===== src/rtl/mem_access.sv =====
// mem_access: byte-serial load/store engine between the EX_MEM stage and an
// 8-bit synchronous RAM. A request accepted in IDLE is copied into local
// registers. The access then walks the bytes one per cycle, starting at the
// lowest address. Loads are assembled little-endian and sign- or
// zero-extended.
//
// Optional feature: define MEM_MISALIGN_TRAP_EN to trap misaligned halfword
// and word accesses. A trapped access makes no bus access and pulses
// misalign. Without the macro, misaligned accesses proceed byte-wise and the
// misalign port is absent.
//
// Ports:
//   clk, rst            clock, synchronous active-high reset
//   load, save          access requests (load wins if both are set)
//   sl_reg_address      byte address of the access
//   sl_data             store data, low bytes used
//   sl_data_length      access size in bytes (1, 2 or 4)
//   sl_data_signed      sign-extend enable for loads
//   mem_din             RAM read byte, one cycle after its address
//   mem_a/mem_dout      registered RAM address / write byte
//   mem_wr              registered RAM write strobe
//   stall_req           combinational pipeline hold request
//   ld_valid/ld_data    load completion pulse / held load result
//   misalign            misaligned-access pulse (MEM_MISALIGN_TRAP_EN only)
module mem_access (
  input  logic        clk,
  input  logic        rst,
  input  logic        load,
  input  logic        save,
  input  logic [31:0] sl_reg_address,
  input  logic [31:0] sl_data,
  input  logic [2:0]  sl_data_length,
  input  logic        sl_data_signed,
  input  logic [7:0]  mem_din,
  output logic [31:0] mem_a,
  output logic [7:0]  mem_dout,
  output logic        mem_wr,
  output logic        stall_req,
  output logic        ld_valid,
  output logic [31:0] ld_data
`ifdef MEM_MISALIGN_TRAP_EN
  ,
  output logic        misalign
`endif
);

  localparam int unsigned AW  = 32;
  localparam int unsigned DW  = 32;
  localparam int unsigned BW  = 8;
  localparam int unsigned LW  = 3;
  // Byte 0 of a store goes out directly from the request, so only the
  // upper bytes are kept.
  localparam int unsigned SDW = DW - BW;

  typedef enum logic [1:0] {
    IDLE = 2'd0,
    RD   = 2'd1,
    WR   = 2'd2,
    DONE = 2'd3
  } state_e;

  state_e         state_q, state_d;
  logic [AW-1:0]  addr_q, addr_d;
  logic [SDW-1:0] data_q, data_d;
  logic [LW-1:0]  len_q, len_d;
  logic           sgn_q, sgn_d;
  logic [LW-1:0]  cnt_q, cnt_d;
  logic [DW-1:0]  acc_q, acc_d;
  logic [AW-1:0]  mem_a_q, mem_a_d;
  logic [BW-1:0]  mem_dout_q, mem_dout_d;
  logic           mem_wr_q, mem_wr_d;
  logic [DW-1:0]  ld_data_q, ld_data_d;
  logic           ld_valid_q, ld_valid_d;
`ifdef MEM_MISALIGN_TRAP_EN
  logic           misalign_q, misalign_d;
`endif

  logic           req;
  logic           req_len_ok;
  logic           req_trap;
  logic [LW-1:0]  cnt_inc;
  logic [DW-1:0]  acc_nx;
  logic [BW-1:0]  st_byte;

  // Request qualification: legal sizes and, optionally, the alignment trap.
  always_comb begin
    req        = load | save;
    req_len_ok = (sl_data_length == LW'(1)) || (sl_data_length == LW'(2)) ||
                 (sl_data_length == LW'(4));
`ifdef MEM_MISALIGN_TRAP_EN
    req_trap   = ((sl_data_length == LW'(2)) && sl_reg_address[0]) ||
                 ((sl_data_length == LW'(4)) && (sl_reg_address[1:0] != 2'b00));
`else
    req_trap   = 1'b0;
`endif
  end

  // Per-byte helpers: next byte index, store byte select, load byte insert.
  always_comb begin
    cnt_inc = cnt_q + LW'(1);
    st_byte = '0;
    case (cnt_inc)
      LW'(1):  st_byte = data_q[7:0];
      LW'(2):  st_byte = data_q[15:8];
      LW'(3):  st_byte = data_q[23:16];
      default: st_byte = '0;
    endcase
    // Load byte k arrives while cnt_q == k+1.
    acc_nx = acc_q;
    case (cnt_q)
      LW'(1):  acc_nx[7:0]   = mem_din;
      LW'(2):  acc_nx[15:8]  = mem_din;
      LW'(3):  acc_nx[23:16] = mem_din;
      LW'(4):  acc_nx[31:24] = mem_din;
      default: acc_nx = acc_q;
    endcase
  end

  // Next-state and registered-output logic.
  always_comb begin
    state_d    = state_q;
    addr_d     = addr_q;
    data_d     = data_q;
    len_d      = len_q;
    sgn_d      = sgn_q;
    cnt_d      = cnt_q;
    acc_d      = acc_q;
    mem_a_d    = mem_a_q;
    mem_dout_d = mem_dout_q;
    mem_wr_d   = 1'b0;
    ld_data_d  = ld_data_q;
    ld_valid_d = 1'b0;
`ifdef MEM_MISALIGN_TRAP_EN
    misalign_d = 1'b0;
`endif
    stall_req  = 1'b0;

    case (state_q)
      IDLE: begin
        stall_req = req;
        if (req) begin
          addr_d = sl_reg_address;
          data_d = sl_data[DW-1:BW];
          len_d  = sl_data_length;
          sgn_d  = sl_data_signed;
          cnt_d  = '0;
          acc_d  = '0;
          if (!req_len_ok || req_trap) begin
            // No bus activity; a load still completes with zero data.
            state_d = DONE;
            if (load) begin
              ld_valid_d = 1'b1;
              ld_data_d  = '0;
            end
`ifdef MEM_MISALIGN_TRAP_EN
            misalign_d = req_trap;
`endif
          end else if (load) begin
            state_d = RD;
            mem_a_d = sl_reg_address;
          end else begin
            state_d    = WR;
            mem_a_d    = sl_reg_address;
            mem_dout_d = sl_data[BW-1:0];
            mem_wr_d   = 1'b1;
          end
        end
      end

      RD: begin
        stall_req = 1'b1;
        cnt_d     = cnt_inc;
        acc_d     = acc_nx;
        // Addresses run one cycle ahead of the returning bytes.
        if (cnt_inc < len_q) begin
          mem_a_d = addr_q + AW'(cnt_inc);
        end
        if (cnt_q == len_q) begin
          state_d    = DONE;
          ld_valid_d = 1'b1;
          case (len_q)
            LW'(1):  ld_data_d = {{24{sgn_q & acc_nx[7]}}, acc_nx[7:0]};
            LW'(2):  ld_data_d = {{16{sgn_q & acc_nx[15]}}, acc_nx[15:0]};
            default: ld_data_d = acc_nx;
          endcase
        end
      end

      WR: begin
        stall_req = 1'b1;
        if (cnt_inc < len_q) begin
          cnt_d      = cnt_inc;
          mem_a_d    = addr_q + AW'(cnt_inc);
          mem_dout_d = st_byte;
          mem_wr_d   = 1'b1;
        end else begin
          state_d = DONE;
        end
      end

      DONE: begin
        state_d = IDLE;
      end

      default: begin
        state_d = IDLE;
      end
    endcase
  end

  // State and output registers.
  always_ff @(posedge clk) begin
    if (rst) begin
      state_q    <= IDLE;
      addr_q     <= '0;
      data_q     <= '0;
      len_q      <= '0;
      sgn_q      <= 1'b0;
      cnt_q      <= '0;
      acc_q      <= '0;
      mem_a_q    <= '0;
      mem_dout_q <= '0;
      mem_wr_q   <= 1'b0;
      ld_data_q  <= '0;
      ld_valid_q <= 1'b0;
`ifdef MEM_MISALIGN_TRAP_EN
      misalign_q <= 1'b0;
`endif
    end else begin
      state_q    <= state_d;
      addr_q     <= addr_d;
      data_q     <= data_d;
      len_q      <= len_d;
      sgn_q      <= sgn_d;
      cnt_q      <= cnt_d;
      acc_q      <= acc_d;
      mem_a_q    <= mem_a_d;
      mem_dout_q <= mem_dout_d;
      mem_wr_q   <= mem_wr_d;
      ld_data_q  <= ld_data_d;
      ld_valid_q <= ld_valid_d;
`ifdef MEM_MISALIGN_TRAP_EN
      misalign_q <= misalign_d;
`endif
    end
  end

  assign mem_a    = mem_a_q;
  assign mem_dout = mem_dout_q;
  assign mem_wr   = mem_wr_q;
  assign ld_data  = ld_data_q;
  assign ld_valid = ld_valid_q;
`ifdef MEM_MISALIGN_TRAP_EN
  assign misalign = misalign_q;
`endif

endmodule


===== config.mk =====
export PLATFORM = sky130hd
export DESIGN_NAME = mem_access
export DESIGN_NICKNAME = d
export VERILOG_FILES = /design/src/rtl/mem_access.sv
export SDC_FILE = /design/constraint.sdc
export NUM_CORES = 1
export LEC_CHECK = 0
export ABC_AREA = 1
export CAP_MARGIN = 20
export CORE_ASPECT_RATIO = 1.4
export CORE_MARGIN = 2
export CORE_UTILIZATION = 57
export DETAILED_ROUTE_END_ITERATION = 8
export GPL_ROUTABILITY_DRIVEN = 0
export PLACE_DENSITY = 0.86
export SLEW_MARGIN = 30
export SYNTH_ARGS = -nofsm -noshare
export SYNTH_HDL_FRONTEND = slang
export SYNTH_SLANG_ARGS = --single-unit

===== constraint.sdc =====
create_clock -name clk -period 3.63 [get_ports clk]
set_input_delay 0.9075 -clock clk [delete_from_list [all_inputs] [get_ports clk]]
set_output_delay 0.9075 -clock clk [all_outputs]
set_load 0.005 [all_outputs]

# Yosys cells after proc, flatten, opt, wreduce, memory -nomap -nowiden
# Cells that the tools add are included.
# word_totals
ff_bits	171
# classes
add_sub_neg	2
order_cmp	1
n_eq_ne	25
n_mux	42
bitwise_logic	3
reduce_logical	15
# ops
operator	count
two-way mux 32 bit	8
one-hot mux 32 bit (2 select lines)	4
two-way mux 8 bit	8
adder 32 x 3 -> 32 bit	1
one-hot mux 8 bit (3 select lines)	1
equality test 3 x 2 -> 1 bit, second input constant	6
inequality test 2 bit, second input constant	8
one-hot mux 8 bit (2 select lines)	1
equality test 3 x 1 -> 1 bit, second input constant	4
two-way mux 2 bit	5
AND reduction 5 bit	2
one-hot mux 3 bit (3 select lines)	1
two-way mux 1 bit	8
one-hot mux 2 bit (4 select lines)	1
equality test 3 bit, second input constant	2
two-way mux 3 bit	2
one-hot mux 1 bit (2 select lines)	3
AND reduction 3 bit	2
nonzero test 2 bit	3
equality test 2 bit, second input constant	2
AND reduction 2 bit	2
AND reduction 4 bit	1
adder 3 x 1 -> 3 bit, second input constant	1
equality test 3 bit	1
9 further kinds	11

# Logic depth before layout (Yosys ltp)
# Gate-level depths: netlist of the first run.
# depth
ltp_word	6
ltp_mapped	14
ltp_nobuf	14

# Worst setup path after synthesis of the first run
# Ideal clock, no wire load.
# synth_path
kind	in2out
start	in load
end	out stall_req
t_arrival_ns	1.586
required_time_ns	2.723
setup_slack_ns	1.137
stages	5
n_path_buf	1
cell_sequence	nor2_2 > nor2_4 > inv_2 > clkbuf_1 > a21oi_1
# synth_between
elab_chain_cells	2
# synth_lines
item	line_no	text
from (decl)	28	input logic load,
bitwise OR 1 bit	87	req = load | save;
one-hot mux 1 bit (2 select lines)	138	case (state_q)
to (decl)	38	output logic stall_req,
# No other way between the ends.

# Worst setup path in the final report of the first run
# layout_path
start	in save
end	out stall_req
# layout_between
elab_chain_cells	2
# layout_lines
item	line_no	text
from (decl)	29	input logic save,
bitwise OR 1 bit	87	
one-hot mux 1 bit (2 select lines)	138	
# No other way between the ends.

==> results of run 1 <==
## flip-flops by register name, summed over array words and instances (netlist names)
name / cells
acc_q: 32
addr_q: 32
ld_data: 32
mem_a: 32
data_q: 24
mem_dout: 8
cnt_q: 3
len_q: 3
state_q: 2
ld_valid: 1
mem_wr: 1
sgn_q: 1
## per-stage QoR
step | power, mW | utilization
2_1_floorplan | 5.454 | -
3_3_place_gp | 6.540 | 0.6842
3_5_place_dp | 6.649 | 0.6842
4_1_cts | 8.462 | 0.7230
5_1_grt | 9.084 | 0.7230
6_report | 8.460 | 0.7230
## metal layers
metal | vias up | wire [um] | GRT usage
li1 | 4421 | - | -
met1 | 4050 | 9206 | 0.3554
met2 | 325 | 11560 | 0.4893
met3 | 65 | 1290 | 0.04150
met4 | 0 | 901 | 0.1449
met5 | - | 0 | 0
## final cells by class
| class | count | area (um2) | share of cell area |
|---|---|---|---|
| clock buffer | 19 | 432.9 | 0.04031 |
| clock inverter | 13 | 142.6 | 0.01328 |
| inverter | 116 | 437.9 | 0.04078 |
| multi-input combinational | 955 | 4423 | 0.4119 |
| sequential | 171 | 3423 | 0.3188 |
| tap | 192 | 240.2 | 0.02237 |
| timing repair buffer | 166 | 1639 | 0.1526 |
## report_power, final
group	switching [mW]	internal, mW	total, mW
combinational	2.44	1.44	3.88
sequential	0.356	2.43	2.78
clock	0.773	1.02	1.79
## worst paths after layout
kind	from	end	slack, ns	depth (start not counted)
hold / removal	acc_q[24]	acc_q[24]	0.46	2
hold reg to reg	acc_q[24]	acc_q[24]	0.46	2
setup / recovery	save	stall_req	0.30	6
setup reg to reg	cnt_q[0]	mem_a[26]	0.90	14
## cells by family after synthesis
group / after synthesis
AND/OR/NAND/NOR: 644
AO/OA/AOI/OAI: 278
buffers and inverters: 183
flip-flops: 171
adder cells (fa/ha/maj): 16
XOR/XNOR: 9
multiplexers: 8
## synthesized netlist by cell type, types with 4 or more instances
cell and n:
a21oi_1 111, buf_1 4, buf_2 13, buf_4 7
clkbuf_1 43, dfxtp_1 171, ha_1 15, inv_1 103
inv_2 11, mux2i_1 8, nand2_1 286, nand3_1 74
nor2_1 270, o211a_1 8, o21a_1 9, o21ai_0 132
o21ai_1 11, xor2_1 6
## placed cells by master (no fill, tap or decap), types with 3 or more instances in the layout
master and n:
nor2_2 3, inv_1 102, o21ai_0 132, xnor2_1 3
dfxtp_1 171, clkdlybuf4s50_1 153, a21oi_1 111, nand2_1 286
inv_2 12, nand2_2 3, ha_1 15, mux2i_1 8
inv_6 3, clkbuf_16 17, clkinvlp_4 5, o21ai_1 11
o211a_1 8, buf_4 11, o21a_1 9, nor2_1 270
nand3_1 74, xor2_1 6
## worst min-delay path: cells and delay by family (launching register included)
family,cells,cell delay [ns]
AOI/OAI and AO/OA,1,0.05
DFF,1,0.31
and+or+nand+nor,1,0.06
==> results.txt, run 1 <==
ratio of cells with drive above 1 in the final layout: 0.04861
Required @ worst endpoint: 2.72 ns
Worst Slack Setup Final: 0.3016 ns
# nets final: 1523
min cycle time layout: 3.328 ns
vias in the first global route: 8079
clock tree buffer depth: 2
GRT overflow: 0
Post-Synth XOR/XNOR Area: 0.009189
fin. max-slew vios: 0
Hold Slack: 0.4644 ns
Area Overhead vs Synth: 25.19%
Synth top area share: 0.3991
period utilization: 0.9169
fillers: 1242
boundary pin count: 155
port bufs: 154
yosys warns: 0
Max Clk Rate: 300.4 MHz
Final Cell Area: 0.01074 mm2
area post-placement: 0.01016 mm2
row count: 53
Routed Antenna Nets: 0
Setup Fix Bufs, Post-CTS: 0
biggest area consumer among synthesized cells: dfxtp_1
RSZ-0062 raised after global routing: no
CTS H-tree lvls: 4
Vias/cell: 5.430
kind of critical path: in2out
Worst VDD drop: 0.4228 mV
DRC violations left: 0
#FFs+latches synth: 171
Sum Neg Setup Slack: 0 ns
post-synthesis mux area share: 0.009335
Die Wd: 107.7 um
Final setup viols: 0
routed via count: 8861
Synth Area in Simple Gates: 0.2996
power per cell area: 787.8 mW/mm2
pre-CTS setup slack: 0.2847 ns
die footprint: 0.01606 mm2
first-pass GRT wire length: 37740 um
Max Clock Skew: 0.008928 ns
syn_area_per_cell: 6.553 um2
cts repair resizes: 0
Detailed Route Iter0 Violations: 626
Crit path largest cell delay: 0.58 ns
Top delay family on crit path: buffers and inverters
Async SR Flop Fraction: 0
Leak: 4.490 nW
CP most frequent cell: clkdlybuf4s50_1
largest net degree at the start of global routing: 112
post-synth cell types: 36
die height: 149.2 um
TritonCTS clock tree: built
Post-Layout Cell Count: 1632
synthesized instance count: 1309
Buf/Inv on CP: 3
Hold Vio Cnt, Final: 0
CTS Buf Count: 17
Post-synth EDFFs: 0
cell area after synthesis: 0.008578 mm2
wirelength, routed: 22950 um
largest family of logic cells by synthesized area: simple AND/OR/NAND/NOR gates
# hold bufs at CTS: 0
Worst Max-Slew Pin Slew: 0.7820 ns
Core Region: 0.01485 mm2
CP Capture Type: primary output
number of max-cap violations: 0
Critical Path Fanout Max: 2
Root Driver: clkbuf_16
Clock Sink Count: 171
Worst-Skew Late Latency: 0.42 ns
DP HPWL: 15930 um
Setup crit start kind: input port
Cells after DPL: 1600
Primary FF master, synth: dfxtp_1
Slowest-stage cell, CP: clkdlybuf4s50_1
wire length per cell: 14.06 um
CP arrival: 2.42 ns
status: complete, no violations
Post-Synth Adder-Cell Area: 0.02421
Initial DRT Pass Iterations: 5
top cells by area, synth: dfxtp_1, nand2_1, nor2_1, o21ai_0, a21oi_1
Clock transition at path regs: 0.06 ns
Seq/Total Area, Yosys: 0.3991
type of the tightest min-delay check: reg2reg
CP cell instances: clkdlybuf4s50_1, nor2_2, nor2_4, inv_2, a21oi_1, clkdlybuf4s50_1
relative slew slack: 0.4787
Mapped Nets: 1405
post-synthesis compound-gate area fraction: 0.1733
ANT cells: 0
GRT Util Overall: 0.2888
initial antenna violation count: 0
effective utilization at floorplan: 0.5775
Power figures use the tool's default switching activity.
==> run 2, diff against run 1 <==
--- a/config.mk
+++ b/config.mk
@@ -12,7 +12,7 @@
 export CORE_UTILIZATION = 57
 export DETAILED_ROUTE_END_ITERATION = 8
 export GPL_ROUTABILITY_DRIVEN = 0
-export PLACE_DENSITY = 0.86
+export PLACE_DENSITY = 0.88
 export SLEW_MARGIN = 30
 export SYNTH_ARGS = -nofsm -noshare
 export SYNTH_HDL_FRONTEND = slang
==> results.txt, run 2 (synthesis gave the netlist of run 1 again) <==
Sw Ratio: 0.4229
Clock transition at path regs: 0.06 ns
Detailed Route Iter0 Violations: 644
clock tree buffer depth: 2
Root Driver: clkbuf_16
row count: 53
ANT cells: 0
CP arrival: 2.43 ns
TritonCTS clock tree: built
Worst Max-Slew Pin Slew: 0.7455 ns
Cells after DPL: 1601
Worst Setup SP: save
area of the multi-input gates: 0.004423 mm2
Leak: 4.516 nW
relative slew slack: 0.5030
Sum Neg Setup Slack: 0 ns
CTS Buf Count: 17
min cycle time layout: 3.333 ns
GRT overflow: 0
routed via count: 8875
Required @ worst endpoint: 2.72 ns
effective utilization at floorplan: 0.5775
Hold Slack: 0.4632 ns
status: complete, no violations
Total Power: 8.575 mW
Worst-Skew Late Latency: 0.43 ns
die footprint: 0.01606 mm2
Sw Pwr: 3.627 mW
Core Region: 0.01485 mm2
type of the tightest min-delay check: reg2reg
period utilization: 0.9181
Die Wd: 107.7 um
power per cell area: 796.3 mW/mm2
largest net degree at the start of global routing: 80
kind of critical path: in2out
wire length per cell: 14.23 um
Internal Pwr Total: 4.948 mW
commonest non-fill, non-tap cell in the layout: nand2_1
Vias/cell: 5.435
Initial DRT Pass Iterations: 5
CTS H-tree lvls: 4
RSZ-0062 raised after global routing: no
Routed Antenna Nets: 0
fillers: 1224
DRC violations left: 0
Post-Layout Cell Count: 1633
Worst VDD drop: 0.4236 mV
Setup Fix Bufs, Post-CTS: 0
Clock Sink Count: 171
ratio of cells with drive above 1 in the final layout: 0.05066
cts repair resizes: 0
first-pass GRT wire length: 37980 um
die height: 149.2 um
GRT Util Overall: 0.2939
fin. max-slew vios: 0
initial antenna violation count: 0
Critical Path Fanout Max: 2
Setup crit start kind: input port
Clock power frac: 0.212
boundary pin count: 155
number of max-cap violations: 0
hold_sp: acc_q[27]
Final setup viols: 0
Hold Vio Cnt, Final: 0
Area Overhead vs Synth: 25.54%
# nets final: 1524
most frequent cells in the layout: nand2_1, nor2_1, dfxtp_1
final core occ: 0.7250
Logic pwr share: 0.464
wirelength, routed: 23240 um
Reg power frac: 0.324
worst reg2reg path startpoint: cnt_q[0]
CP Capture Type: primary output
DP HPWL: 16230 um
Max Clk Rate: 300.0 MHz
port bufs: 154
Max Clock Skew: 0.009046 ns
Reg area: 0.003423 mm2
# hold bufs at CTS: 0
vias in the first global route: 8151
run 2: layer usage:
layer,GRT usage,vias to the layer above,part of all wire
li1,-,4419,-
met1,0.3481,4005,0.39
met2,0.5050,375,0.50
met3,0.04937,76,0.065
met4,0.1545,0,0.044
met5,0,-,0
run 2: worst max-delay path: stages:
cell and delay, ns:
clkdlybuf4s50_1 0.51, nor2_2 0.06, nor2_4 0.11, inv_2 0.04, a21oi_1 0.22, clkdlybuf4s50_1 0.58
run 2: final cells by class:
class,instances,area share
clock buffer,18,0.04078
clock inverter,14,0.01359
inverter,116,0.04066
multi-input combinational,955,0.4107
sequential,171,0.3179
tap,192,0.02231
timing repair buffer,167,0.1541
run 2: worst paths after layout:
kind / slack (ns) / cells after the start / to
worst min register to register: 0.46 / 2 / acc_q[27]
worst min-delay path: 0.46 / 2 / acc_q[27]
worst max-delay path: 0.30 / 6 / stall_req
worst max register to register: 0.90 / 14 / mem_a[26]
run 2: power by group through the flow:
| stage | combinational (mW) | sequential (mW) | clock (mW) |
|---|---|---|---|
| after global routing | 4.45 | 2.84 | 1.91 |
| final | 3.98 | 2.78 | 1.82 |
| after global placement | 3.79 | 2.79 | 0 |
| after floorplan | 2.71 | 2.74 | 0 |
| after CTS | 3.95 | 2.77 | 1.83 |
| after detailed placement | 3.90 | 2.81 | 0 |
run 2: per-stage QoR:
step                      area (um2)  setup slack (ns)
after detailed placement       10180            0.2913
after CTS                      10770            0.2741
final                          10770            0.2972
after global routing           10770            0.2334
after floorplan                 8578             1.137
after global placement         10180            0.2787
